--- config.mk ---
export PLATFORM = sky130hd
export DESIGN_NAME = writeback_unit
export DESIGN_NICKNAME = d
export VERILOG_FILES = /design/src/rtl/riscv_pkg.sv /design/src/rtl/load_extend.sv /design/src/rtl/writeback_unit.sv
export SDC_FILE = /design/constraint.sdc
export NUM_CORES = 1
export LEC_CHECK = 0
export BUFFER_PORTS_ARGS = -buffer_cell sky130_fd_sc_hd__buf_2
export CAP_MARGIN = 20
export CORE_MARGIN = 4
export CORE_UTILIZATION = 50
export CTS_BUF_LIST = sky130_fd_sc_hd__clkbuf_8
export DETAILED_ROUTE_END_ITERATION = 10
export GPL_ROUTABILITY_DRIVEN = 0
export PLACE_DENSITY = 0.89
export SYNTH_ARGS = -nofsm -noshare
export SYNTH_HDL_FRONTEND = slang
export SYNTH_SLANG_ARGS = --single-unit
--- constraint.sdc ---
create_clock -name clk -period 3.38 [get_ports clk]
set_input_delay 0.169 -clock clk [delete_from_list [all_inputs] [get_ports clk]]
set_output_delay 0.169 -clock clk [all_outputs]
set_load 0.1 [all_outputs]
--- src/rtl/riscv_pkg.sv ---
// Shared types for the write-back path: result-source select, load funct3
// encodings and the long-latency FIFO entry layout.
package riscv_pkg;

  typedef enum logic [1:0] {
    RES_ALU  = 2'd0,
    RES_LOAD = 2'd1,
    RES_PC4  = 2'd2
  } result_src_t;

  localparam logic [2:0] F3_LB  = 3'b000;
  localparam logic [2:0] F3_LH  = 3'b001;
  localparam logic [2:0] F3_LW  = 3'b010;
  localparam logic [2:0] F3_LBU = 3'b100;
  localparam logic [2:0] F3_LHU = 3'b101;

  typedef struct packed {
    logic [4:0]  rd;
    logic [31:0] data;
  } llu_entry_t;

endpackage

--- src/rtl/load_extend.sv ---
// Load formatter: picks the byte/halfword addressed by the offset out of the
// aligned memory word and sign- or zero-extends it.
module load_extend
  import riscv_pkg::*;
(
  input  logic [2:0]  funct3_i,
  input  logic [1:0]  off_i,
  input  logic [31:0] word_i,
  output logic [31:0] value_o
);

  logic [7:0]  byte_sel;
  logic [15:0] half_sel;

  always_comb begin
    byte_sel = 8'h00;
    case (off_i)
      2'd0: byte_sel = word_i[7:0];
      2'd1: byte_sel = word_i[15:8];
      2'd2: byte_sel = word_i[23:16];
      2'd3: byte_sel = word_i[31:24];
      default: byte_sel = 8'h00;
    endcase
    // Halfword loads ignore off[0]; misalignment is trapped upstream.
    half_sel = off_i[1] ? word_i[31:16] : word_i[15:0];
  end

  always_comb begin
    value_o = word_i;
    case (funct3_i)
      F3_LB:   value_o = {{24{byte_sel[7]}}, byte_sel};
      F3_LH:   value_o = {{16{half_sel[15]}}, half_sel};
      F3_LBU:  value_o = {24'h0, byte_sel};
      F3_LHU:  value_o = {16'h0, half_sel};
      default: value_o = word_i;
    endcase
  end

endmodule

--- src/rtl/writeback_unit.sv ---
// Register-file write port driver: pipeline result has priority, long-latency
// results queue in a small FIFO and drain into idle write slots.
module writeback_unit
  import riscv_pkg::*;
#(
  parameter int FIFO_DEPTH   = 2,
  parameter int STARVE_LIMIT = 4
) (
  input  logic        clk,
  input  logic        reset,
  input  logic        W_valid,
  input  logic        W_gpr_wen_in,
  input  logic [4:0]  W_rd_addr_in,
  input  logic [1:0]  W_result_src,
  input  logic [31:0] W_alu_result,
  input  logic [31:0] W_mem_rdata,
  input  logic [31:0] W_pc_plus4,
  input  logic [2:0]  W_funct3,
  input  logic        L_valid,
  output logic        L_ready,
  input  logic [4:0]  L_rd_addr,
  input  logic [31:0] L_data,
  output logic [4:0]  W_rd_addr,
  output logic [31:0] W_rd,
  output logic        W_gpr_wen,
  output logic [31:0] pend_mask,
  output logic        W_stall_req
);

  localparam int PW = $clog2(FIFO_DEPTH);
  localparam int CW = PW + 1;
  localparam int AW = $clog2(STARVE_LIMIT + 1);

  llu_entry_t [FIFO_DEPTH-1:0] mem_q;
  logic [FIFO_DEPTH-1:0]       vld_q, vld_d;
  logic [PW-1:0]               wr_ptr_q, wr_ptr_d, rd_ptr_q, rd_ptr_d;
  logic [CW-1:0]               count_q, count_d;
  logic [AW-1:0]               age_q, age_d;

  logic        pw, fifo_empty, push, pop;
  logic [31:0] load_val, pipe_val;
  llu_entry_t  head;

  load_extend u_load_extend (
    .funct3_i (W_funct3),
    .off_i    (W_alu_result[1:0]),
    .word_i   (W_mem_rdata),
    .value_o  (load_val)
  );

  always_comb begin
    pipe_val = W_alu_result;
    case (result_src_t'(W_result_src))
      RES_LOAD: pipe_val = load_val;
      RES_PC4:  pipe_val = W_pc_plus4;
      default:  pipe_val = W_alu_result;
    endcase
  end

  assign pw         = W_valid & W_gpr_wen_in & (W_rd_addr_in != 5'd0);
  assign fifo_empty = (count_q == '0);
  assign head       = mem_q[rd_ptr_q];
  // L_ready looks only at registered occupancy, so no W input reaches it.
  assign L_ready    = reset & (count_q < CW'(FIFO_DEPTH));
  assign push       = L_valid & L_ready & (L_rd_addr != 5'd0);
  assign pop        = reset & ~pw & ~fifo_empty;

  always_comb begin
    W_gpr_wen = 1'b0;
    W_rd_addr = 5'd0;
    W_rd      = 32'h0;
    if (reset) begin
      if (pw) begin
        W_gpr_wen = 1'b1;
        W_rd_addr = W_rd_addr_in;
        W_rd      = pipe_val;
      end else if (!fifo_empty) begin
        W_gpr_wen = 1'b1;
        W_rd_addr = head.rd;
        W_rd      = head.data;
      end
    end
  end

  always_comb begin
    pend_mask = 32'h0;
    for (int i = 0; i < FIFO_DEPTH; i++)
      if (vld_q[i]) pend_mask = pend_mask | (32'h1 << mem_q[i].rd);
  end

  assign W_stall_req = (age_q == AW'(STARVE_LIMIT));

  always_comb begin
    wr_ptr_d = push ? wr_ptr_q + PW'(1) : wr_ptr_q;
    rd_ptr_d = pop  ? rd_ptr_q + PW'(1) : rd_ptr_q;
    count_d  = count_q + CW'(push) - CW'(pop);
    vld_d    = vld_q;
    if (pop)  vld_d[rd_ptr_q] = 1'b0;
    if (push) vld_d[wr_ptr_q] = 1'b1;
    if (pop || fifo_empty)           age_d = '0;
    else if (W_stall_req)            age_d = age_q;
    else                             age_d = age_q + AW'(1);
  end

  always_ff @(posedge clk or negedge reset) begin
    if (!reset) begin
      vld_q    <= '0;
      wr_ptr_q <= '0;
      rd_ptr_q <= '0;
      count_q  <= '0;
      age_q    <= '0;
    end else begin
      vld_q    <= vld_d;
      wr_ptr_q <= wr_ptr_d;
      rd_ptr_q <= rd_ptr_d;
      count_q  <= count_d;
      age_q    <= age_d;
    end
  end

  // Payload storage needs no reset: only slots flagged in vld_q are observed.
  always_ff @(posedge clk) begin
    if (push) mem_q[wr_ptr_q] <= '{rd: L_rd_addr, data: L_data};
  end

endmodule

* Yosys cells after proc, flatten, opt, wreduce, memory -nomap -nowiden
Index checks and enable logic that the tools add are counted. Widths: inputs -> output; s select.
Storage, ports and cells: input bits 148, logic and storage cells 80, output and inout port bits 72, register bits after elaboration 83
Operators by class: reductions and logical operators 8, bitwise operators 13, add/subtract/negate cells 5, equal/unequal tests 10, $lt $le $gt $ge 5, shift-type cells 2, multiplexer cells 28
Operator list (number):
- $mux 32 | 5
- $pmux 32 s4 | 1
- $mux 37 | 3
- $bwmux 74 | 1
- $pmux 32 s2 | 1
- $shl 1x5->32 const A | 2
- $demux 37 s1 | 1
- $or 32x32->32 | 1
- $pmux 8 s4 | 1
- $mux 16 | 1
- $mux 5 | 3
- $reduce_bool 5->1 | 2
- $eq 3x3->1 const B | 3
- $and 1x1->1 | 7
- $eq 2x2->1 const B | 3
- $mux 3 | 2
- $mux 1 | 5
- $eq 2x1->1 const B | 2
- $logic_not 2->1 | 2
- $lt 1x2->1 const B | 2
- $mux 2 | 2
- $add 3x1->3 const B | 1
- $eq 3x1->1 const B | 1
- $logic_not 3->1 | 1
- other kinds (13) | 18

* Longest topological paths before layout
Gate-level depths: netlist of the first run.
depth in word-level cells 9, mapped depth 9, gate-level depth less buffers 8

* By module
A second synthesis of the first run with hierarchy kept.
Unflattened totals: cells, all modules 541, area, all modules 5449.0 um2
Modules (own cells, without submodules):
- writeback_unit | area an instance 4799.6 um2, cells each 431, seq. area each 2447.3 um2, instances 1
- load_extend | area an instance 649.4 um2, cells each 110, seq. area each 0.0 um2, instances 1

* Least setup slack after synthesis of the first run
No wires, ideal clock.
path type flip-flop to flip-flop, start reg count_q[1], end reg mem_q[0] (netlist bit), enable pin, path slack -1010 ps, setup time 434 ps, period minus slack after synthesis 4390 ps, cell stages (with the launch flop) 4, arrival 3956 ps, buffers on the path 0, required time 2946 ps, cells stage by stage dfrtp_1 nor2b_1 o211ai_1 nor2_1
Between the ends: longest elaborated chain between the ends 4
RTL lines:
- start, declared | line writeback_unit.sv:37 | logic [CW-1:0] count_q, count_d;
- start signal, assigned | line writeback_unit.sv:116 | count_q <= count_d;
- $lt 2x2->1 | line writeback_unit.sv:64 | assign L_ready = reset & (count_q < CW'(FIFO_DEPTH));
- $and 1x1->1 | line writeback_unit.sv:64
- via L_ready | line writeback_unit.sv:20 | output logic L_ready,
- $and 1x1->1 (2 in a row) | line writeback_unit.sv:65 | assign push = L_valid & L_ready & (L_rd_addr != 5'd0);
- end signal, assigned by index | line writeback_unit.sv:123 | if (push) mem_q[wr_ptr_q] <= '{rd: L_rd_addr, data: L_data};
- end, declared | line writeback_unit.sv:34 | llu_entry_t [FIFO_DEPTH-1:0] mem_q;
The timed path passes the listed nets, and every way through them passes these cells. A chain may end at the register's enable or synchronous reset.

* Worst setup path after layout of the first run
start in W_rd_addr_in[0], end out W_rd[30]
Between the ends: longest elaborated chain between the ends 4
RTL lines:
- start, declared | line writeback_unit.sv:13 | input logic [4:0] W_rd_addr_in,
- $reduce_bool 5->1 | line writeback_unit.sv:60 | assign pw = W_valid & W_gpr_wen_in & (W_rd_addr_in != 5'd0);
- $and 1x1->1 | line writeback_unit.sv:60
- $mux 32 | line writeback_unit.sv:73 | if (pw) begin
- $mux 32 | line writeback_unit.sv:72 | if (reset) begin
- end, declared | line writeback_unit.sv:24 | output logic [31:0] W_rd,
Every way passes these cells.

==> results of run 1 <==
synthesized netlist by cell type (2+ instances only):
master,number
sky130_fd_sc_hd__edfxtp_1,74
sky130_fd_sc_hd__nand2_1,73
sky130_fd_sc_hd__nor2_1,48
sky130_fd_sc_hd__a21oi_1,46
sky130_fd_sc_hd__o21ai_0,42
sky130_fd_sc_hd__o22ai_1,33
sky130_fd_sc_hd__clkbuf_1,31
sky130_fd_sc_hd__mux2_2,26
sky130_fd_sc_hd__inv_1,18
sky130_fd_sc_hd__mux2i_1,18
sky130_fd_sc_hd__a311oi_1,16
sky130_fd_sc_hd__nand3_1,15
sky130_fd_sc_hd__nor2b_1,12
sky130_fd_sc_hd__a221oi_1,9
sky130_fd_sc_hd__buf_2,9
sky130_fd_sc_hd__dfrtp_1,9
sky130_fd_sc_hd__a211oi_1,8
sky130_fd_sc_hd__o221ai_1,8
sky130_fd_sc_hd__ha_1,6
sky130_fd_sc_hd__o41a_1,6
sky130_fd_sc_hd__nand2b_1,5
sky130_fd_sc_hd__o21ai_1,5
sky130_fd_sc_hd__o311ai_1,4
sky130_fd_sc_hd__xnor2_1,4
sky130_fd_sc_hd__nor3_1,3
sky130_fd_sc_hd__or2_2,3
sky130_fd_sc_hd__buf_1,2
sky130_fd_sc_hd__buf_6,2
sky130_fd_sc_hd__nand4_1,2
sky130_fd_sc_hd__o211a_1,2
sky130_fd_sc_hd__o311ai_0,2
report_power, final:
part | switching [W] | internal, W | leakage, nW
Clock | 0.000388 | 0.000345 | 0.0923
Sequential | 0.000141 | 0.00127 | 0.783
Combinational | 0.00162 | 0.000578 | 2.10
sequential cells by signal, summed over array words and instances, names as in the netlist:
name	cells
mem_q	74
age_q	3
vld_q	2
wr_ptr_q	1
count_q	2
rd_ptr_q	1
through the flow:
step	power, W	hold slack, ps
after floorplan	0.00310	-127
after global placement	0.00352	157
after detailed placement	0.00357	149
after CTS	0.00432	1.18
after global routing	0.00451	1.03
final	0.00434	5.08
cells by family after synthesis:
kind of cell    count (synthesis)  share of synthesized area
compound gates                191                      0.238
xor+xnor                        5                    0.00825
fa+ha+maj                       6                     0.0141
buf+inv                        63                     0.0502
flops                          83                      0.461
mux                            45                     0.0934
simple gates                  165                      0.134
layout make-up:
class	count	area (um2)	share of cell area
Multi-Input combinational cell	412	2640	0.376
Sequential cell	83	2450	0.349
Timing Repair Buffer	258	1480	0.211
Tap cell	136	170	0.0243
Inverter	18	67.6	0.00964
Antenna cell	2	5.00	0.000714
Clock inverter	7	75.1	0.0107
Clock buffer	9	124	0.0177
routing by layer:
layer	routed length, um	vias up
li1	-	2559
met1	7000	2661
met2	8750	468
met3	1960	105
met4	954	0
met5	0	-
critical path, cell delays in order:
cell                      delay, ps
sky130_fd_sc_hd__buf_2          100
sky130_fd_sc_hd__or4_4          550
sky130_fd_sc_hd__o211a_1        450
sky130_fd_sc_hd__o21ai_2        490
sky130_fd_sc_hd__buf_4          340
sky130_fd_sc_hd__a21oi_1        100
sky130_fd_sc_hd__buf_2          310
path summary, 6_finish.rpt:
check | start | end | slack [ps] | cells after the start
setup / recovery | W_rd_addr_in[0] | W_rd[30] | 690 | 7
hold / removal | L_data[12] | mem_q[49] | 5 | 1
setup reg to reg | count_q[1] | mem_q[65] | 1200 | 4
hold reg to reg | count_q[0] | count_q[0] | 530 | 1
max in group asynchronous | reset | rd_ptr_q | 2840 | 3
min in group asynchronous | reset | count_q[1] | 320 | 3
==> out/metrics.csv, run 1 <==
stage,metric,value,unit
synthesis,seq_area_frac_synth,0.461,
die,design.portCount,220,
timing,fin_worst_skew,14.9,ps
critical_path,path_max_fanout,15,
routing,dr_total_vias,5793,
clock_tree,cts_resized,0,
global_route,grt_pass1_vias,5643,
status,run_status,finished clean,
critical_path,setup.worst_path.end_class,output pin,
die,floorplan.die.height,111,um
timing,total_of_endpoints_with_negative_setup_slack_in_the_final_report,0,
clock_tree,htree_num_levels,3,
clock_tree,clock_sink_count,83,
global_route,grt_use_met1,0.356,
synthesis,netlist-cell-type-count,48,
critical_path,worstSetupStartpointType,primary input,
final_layout,final_design_area_no_fill,7010,um2
power,total_leakage_power,2.97,nW
global_route,use_met3,0.0535,
final_layout,post_route_cells_drive_above_1_share,0.371,
final_layout,n_fill_cell,810,
clock_tree,clock_transition_at_path_regs,100,ps
synthesis,yosysWarnings,0,
synthesis,synth_largest_type_area_fraction,0.419,
critical_path,critical_path_at,2520,ps
critical_path,timing_worst_setup_path_type,primary input to output pin,
placed_design,dpl.cell_count,881,
timing,rsz0062_at_grt,false,
timing,clock.fmax,372,MHz
synthesis,async_reset_ff_frac,0.108,
routing,drtIter0Drc,911,
final_layout,syn_to_final_growth,32.1,%
placed_design,port_buffers,219,
synthesis,synthDominantAreaCellType,sky130_fd_sc_hd__edfxtp_1,
clock_tree,clock_path_buffers,2,
synthesis,ys_ff_latch,83,
run,max_cap_violations,0,
die,std_cell_rows,37,
global_route,wire_length_of_the_first_global_routing_pass,28600,um
placed_design,preCtsSetupSlack,710,ps
routing,routed_wire_length_per_instance,20.2,um
timing,slew_headroom,0.539,
clock_tree,cts_tree,yes,
routing,dr.pass1.iters,6,
clock_tree,worst_skew_pair.late_latency,370,ps
timing,final_max_slew_viol_count,0,
timing,tightest_slew,692,ps
routing,final_antenna_net_count,0,
final_layout,layout.cells.most_common_list,"218 x sky130_fd_sc_hd__buf_2, 74 x sky130_fd_sc_hd__edfxtp_1, 73 x sky130_fd_sc_hd__nand2_1, 46 x sky130_fd_sc_hd__nor2_1, 46 x sky130_fd_sc_hd__a21oi_1",
timing,layout_setup_ws,689,ps
synthesis,syn_inst,558,
synthesis,post_synth_instance_area,5310,um2
synthesis,postSynth.topFlopCell,sky130_fd_sc_hd__edfxtp_1,
routing,drc_errors_left,0,
global_route,grt_start_max_net_pins,34,
timing,period_needed,2690,ps
critical_path,crit_required,3210,ps
die,core_area,10300,um2
synthesis,synth.top_cells.by_area,"sky130_fd_sc_hd__edfxtp_1 42%, sky130_fd_sc_hd__mux2_2 5.5%, sky130_fd_sc_hd__nand2_1 5.2%",
die,die_w,111,um
min_path,hold_path_class,primary input to flip-flop,
power,ir_drop,0.000533,V
global_route,grt_most_used_layer,met2,
final_layout,post_layout_nonfiller_instances,925,
synthesis,syn_nets,712,
clock_tree,tritoncts.num_buffers,9,
timing,hold_viol_final,0,
routing,routed_wirelength,18700,um
clock_tree,cts_setup_buffers,0,
final_layout,commonest_non_fill_non_tap_cell_in_the_layout,sky130_fd_sc_hd__buf_2,
placed_design,detailed_place_hpwl,13700,um
final_layout,layout.core_utilization,0.679,
routing,route.detailed.vias_per_inst,6.26,
timing,final_min_period_over_clock_period,0.796,
global_route,grt_util_all_layers,0.287,
global_route,grt_use_met2,0.489,
synthesis,synthesis.area_per_instance,9.51,um2
die,die_area,12300,um2
clock_tree,cts_hold_buf,23,
placed_design,placedInstanceArea,6550,um2
timing,setup_total_negative_slack,0,ps
clock_tree,root_buffer,sky130_fd_sc_hd__clkbuf_8,
die,initial_core_util,0.514,
global_route,antenna_found_initial,1,
synthesis,edff_count_synth,74,
final_layout,finish.net_count,936,
global_route,globalRoute.totalOverflow,0,
power,power_density,618,nW/um2
Note: power is estimated with default switching activity, not from simulation.
==> run 2, diff against run 1 <==
- ABC_AREA: unset -> 1
- CORE_UTILIZATION: 50 -> 51
- clock period: 3.38 -> 2.7 ns (I/O delays scaled with it)
==> out/metrics.csv, run 2 <==
stage,metric,value,unit,change
status,run_status,finished clean,,
synthesis,edff_count_synth,74,,unchanged
power,clockPowerShare,0.140,,-0.029
final_layout,top_register,mem_q,,
synthesis,ys_ff_latch,83,,unchanged
synthesis,post-synth-top-count-cell,sky130_fd_sc_hd__nand2_1,,
synthesis,yosysWarnings,0,,unchanged
routing,drtIter0Drc,969,,+6.4%
synthesis,netlist-cell-type-count,35,,-27%
synthesis,synth_largest_type_area_fraction,0.387,,-0.0313
clock_tree,root_buffer,sky130_fd_sc_hd__clkbuf_8,,
routing,highest_layer,met4,,
synthesis,async_reset_ff_frac,0.108,,unchanged
placed_design,port_buffers,219,,unchanged
critical_path,worstSetupStartpointType,flip-flop,,
timing,clock.fmax,398,MHz,
timing,rsz0062_at_grt,false,,
placed_design,placedInstanceArea,7480,um2,+14%
synthesis,syn_inst,798,,+43%
power,switching_share,0.509,,+0.0138
clock_tree,clock_sink_count,83,,unchanged
timing,fin_worst_skew,18.8,ps,+3.87 ps
final_layout,largest_register_ffs,74,,unchanged
critical_path,crit_path_top_delay_cell,sky130_fd_sc_hd__edfxtp_1,,
timing,tightest_slew,873,ps,+182 ps
final_layout,layout.cells.most_common_list,"231 x sky130_fd_sc_hd__nand2_1, 182 x sky130_fd_sc_hd__buf_2, 122 x sky130_fd_sc_hd__nor2_1, 74 x sky130_fd_sc_hd__edfxtp_1, 72 x sky130_fd_sc_hd__a21oi_1",,
routing,dr_total_vias,6696,,+16%
clock_tree,clock_path_buffers,2,,unchanged
synthesis,seq_area_frac_synth,0.427,,-0.0345
global_route,antenna_found_initial,2,,+1
placed_design,detailed_place_hpwl,14400,um,+5.2%
final_layout,finish.net_count,1183,,+26%
synthesis,synthesis.area_per_instance,7.19,um2,-24%
final_layout,layout.core_utilization,0.736,,+0.0574
synthesis,synthTopCellsByCount,"232 x sky130_fd_sc_hd__nand2_1, 125 x sky130_fd_sc_hd__nor2_1, 81 x sky130_fd_sc_hd__o21ai_0",,
critical_path,critical_path_at,2380,ps,-140 ps
routing,routed_wire_length_per_instance,18.0,um,-11%
final_layout,n_fill_cell,779,,-3.8%
die,std_cell_rows,38,,+2.7%
final_layout,commonest_non_fill_non_tap_cell_in_the_layout,sky130_fd_sc_hd__nand2_1,,
synthesis,synthDominantAreaCellType,sky130_fd_sc_hd__edfxtp_1,,
timing,total_of_endpoints_with_negative_setup_slack_in_the_final_report,0,,unchanged
routing,met2_length,10200,um,+17%
clock_tree,cts_tree,yes,,
final_layout,syn_to_final_growth,40.4,%,
power,seqPwrFrac,0.267,,-0.057
die,initial_core_util,0.524,,+0.0105
clock_tree,clock_transition_at_path_regs,80,ps,-20 ps
critical_path,worstPathCellList,clkinv_1 -> nor4_1 -> nand2_1 -> o21ai_1 -> buf_2,,
power,ir_drop,0.000880,V,+65%
synthesis,synth.top_cells.by_area,"sky130_fd_sc_hd__edfxtp_1 39%, sky130_fd_sc_hd__nand2_1 15%, sky130_fd_sc_hd__nor2_1 8.2%",,
power,total_leakage_power,3.65,nW,+23%
timing,final_max_slew_viol_count,0,,unchanged
die,design.portCount,220,,unchanged
global_route,grt_util_all_layers,0.319,,+0.0321
power,cell_internal_pwr,0.00313,W,+43%
die,die_w,114,um,+2.7%
min_path,hold_path_class,primary input to async pin,,
global_route,wire_length_of_the_first_global_routing_pass,32400,um,+13%
timing,slew_headroom,0.417,,-0.122
global_route,grt_pass1_vias,6263,,+11%
global_route,grt_start_max_net_pins,42,,+24%
routing,wl_met3,2200,um,+12%
routing,routed_wirelength,21200,um,+13%
timing,period_needed,2520,ps,
routing,final_antenna_net_count,0,,unchanged
placed_design,dpl.cell_count,1120,,+27%
routing,drc_errors_left,0,,unchanged
clock_tree,cts_hold_buf,38,,+65%
clock_tree,worst_skew_pair.late_latency,370,ps,about the same
final_layout,final_design_area_no_fill,8050,um2,+15%
critical_path,crit_required,2570,ps,-640 ps
clock_tree,htree_num_levels,3,,unchanged
power,comb_power_share,0.594,,+0.087
critical_path,critical_path.max_stage_delay,550,ps,about the same
clock_tree,cts_resized,0,,unchanged
final_layout,post_route_cells_drive_above_1_share,0.280,,-0.0906
critical_path,path_max_fanout,9,,-6
routing,route.detailed.vias_per_inst,5.69,,-9.1%
power,netSwitchingPower,0.00325,W,+51%
final_layout,seqCellArea,2450,um2,about the same
clock_tree,cts_setup_buffers,0,,unchanged
run,max_cap_violations,0,,unchanged
die,floorplan.die.height,114,um,+2.7%
final_layout,largest_registers,"mem_q x74, age_q x3",,
die,core_area,10900,um2,+5.9%
final_layout,multiInputGateArea,2890,um2,+9.6%
synthesis,post_synth_instance_area,5740,um2,+8.1%
global_route,globalRoute.totalOverflow,0,,unchanged
die,die_area,13000,um2,+5.5%
routing,met1_length,7820,um,+12%
timing,hold_viol_final,0,,unchanged
clock_tree,tritoncts.num_buffers,9,,unchanged
final_layout,post_layout_nonfiller_instances,1176,,+27%
critical_path,timing_worst_setup_path_type,flip-flop to output pin,,
critical_path,setup.worst_path.end_class,output pin,,
synthesis,syn_nets,952,,+34%
routing,dr.pass1.iters,8,,+2
synthesis,postSynth.topFlopCell,sky130_fd_sc_hd__edfxtp_1,,
power,power_density,792,nW/um2,+28%
timing,final_min_period_over_clock_period,0.931,,
-- run 2: cell types whose count changed after synthesis, moves of 25 or more --
| cell | delta |
|---|---|
| sky130_fd_sc_hd__a21oi_1 | +26 |
| sky130_fd_sc_hd__inv_1 | +25 |
| sky130_fd_sc_hd__mux2_2 | -26 |
| sky130_fd_sc_hd__nand2_1 | +159 |
| sky130_fd_sc_hd__nor2_1 | +77 |
| sky130_fd_sc_hd__o21ai_0 | +39 |
| sky130_fd_sc_hd__o22ai_1 | -33 |
-- run 2: critical path: cells and delay by family, from the launching register on --
kind | cells | cell delay, ps
AOI/OAI and AO/OA | 1 | 80
DFF | 1 | 550
and+or+nand+nor | 2 | 590
buffers and inverters | 2 | 780
-- run 2: path summary, 6_finish.rpt --
kind / start / endpoint / slack [ps] / cells after the start
min in group clk: L_valid / wr_ptr_q / 340 / 3
max in group asynchronous: reset / rd_ptr_q / 2330 / 2
worst min-delay path: reset / age_q[2] / 160 / 2
worst min register to register: count_q[0] / count_q[0] / 550 / 1
worst max register to register: count_q[1] / mem_q[5] / 710 / 4
worst max-delay path: mem_q[35] / pend_mask[11] / 180 / 5
-- run 2: layer usage --
metal / vias to the layer above / GRT usage
met1: 2974 / 0.417
li1: 3105 / -
met4: 0 / 0.137
met2: 517 / 0.530
met3: 100 / 0.0477
met5: - / 0
-- run 2: cell type report --
class / instances / area share
Antenna cell: 2 / 0.000621
Clock buffer: 9 / 0.0154
Clock inverter: 7 / 0.00839
Inverter: 49 / 0.0244
Multi-Input combinational cell: 617 / 0.359
Sequential cell: 83 / 0.304
Tap cell: 140 / 0.0217
Timing Repair Buffer: 269 / 0.267
-- run 2: cells by family (layout without fill, tap and decap cells) --
group           count (synthesis)  count (layout)  synth area share
fa+ha+maj                       6               6            0.0131
other cells                     0               2                 0
flops                          83              83             0.427
compound gates                182             182             0.170
xor+xnor                        5               5           0.00764
buf+inv                        98             334            0.0761
simple gates                  424             424             0.307
-- run 2: power by group through the flow --
| stage | clock network [W] | logic (W) | registers (W) |
|---|---|---|---|
| 3_3_place_gp | 0 | 0.00361 | 0.00170 |
| 5_1_grt | 0.000966 | 0.00395 | 0.00172 |
| 4_1_cts | 0.000872 | 0.00373 | 0.00169 |
| 3_5_place_dp | 0 | 0.00367 | 0.00172 |
| 6_report | 0.000890 | 0.00379 | 0.00170 |
| 2_1_floorplan | 0 | 0.00248 | 0.00168 |
-- run 2: per-stage QoR --
step	worst slack, ps	hold slack (ps)	setup TNS, ps	total power, W
global placement	574	5.28	0	0.00532
global route	40.6	172	0	0.00663
detailed placement	525	11.3	0	0.00539
floorplan	-355	-161	-5680	0.00416
CTS	275	156	0	0.00629
finish	185	159	0	0.00638
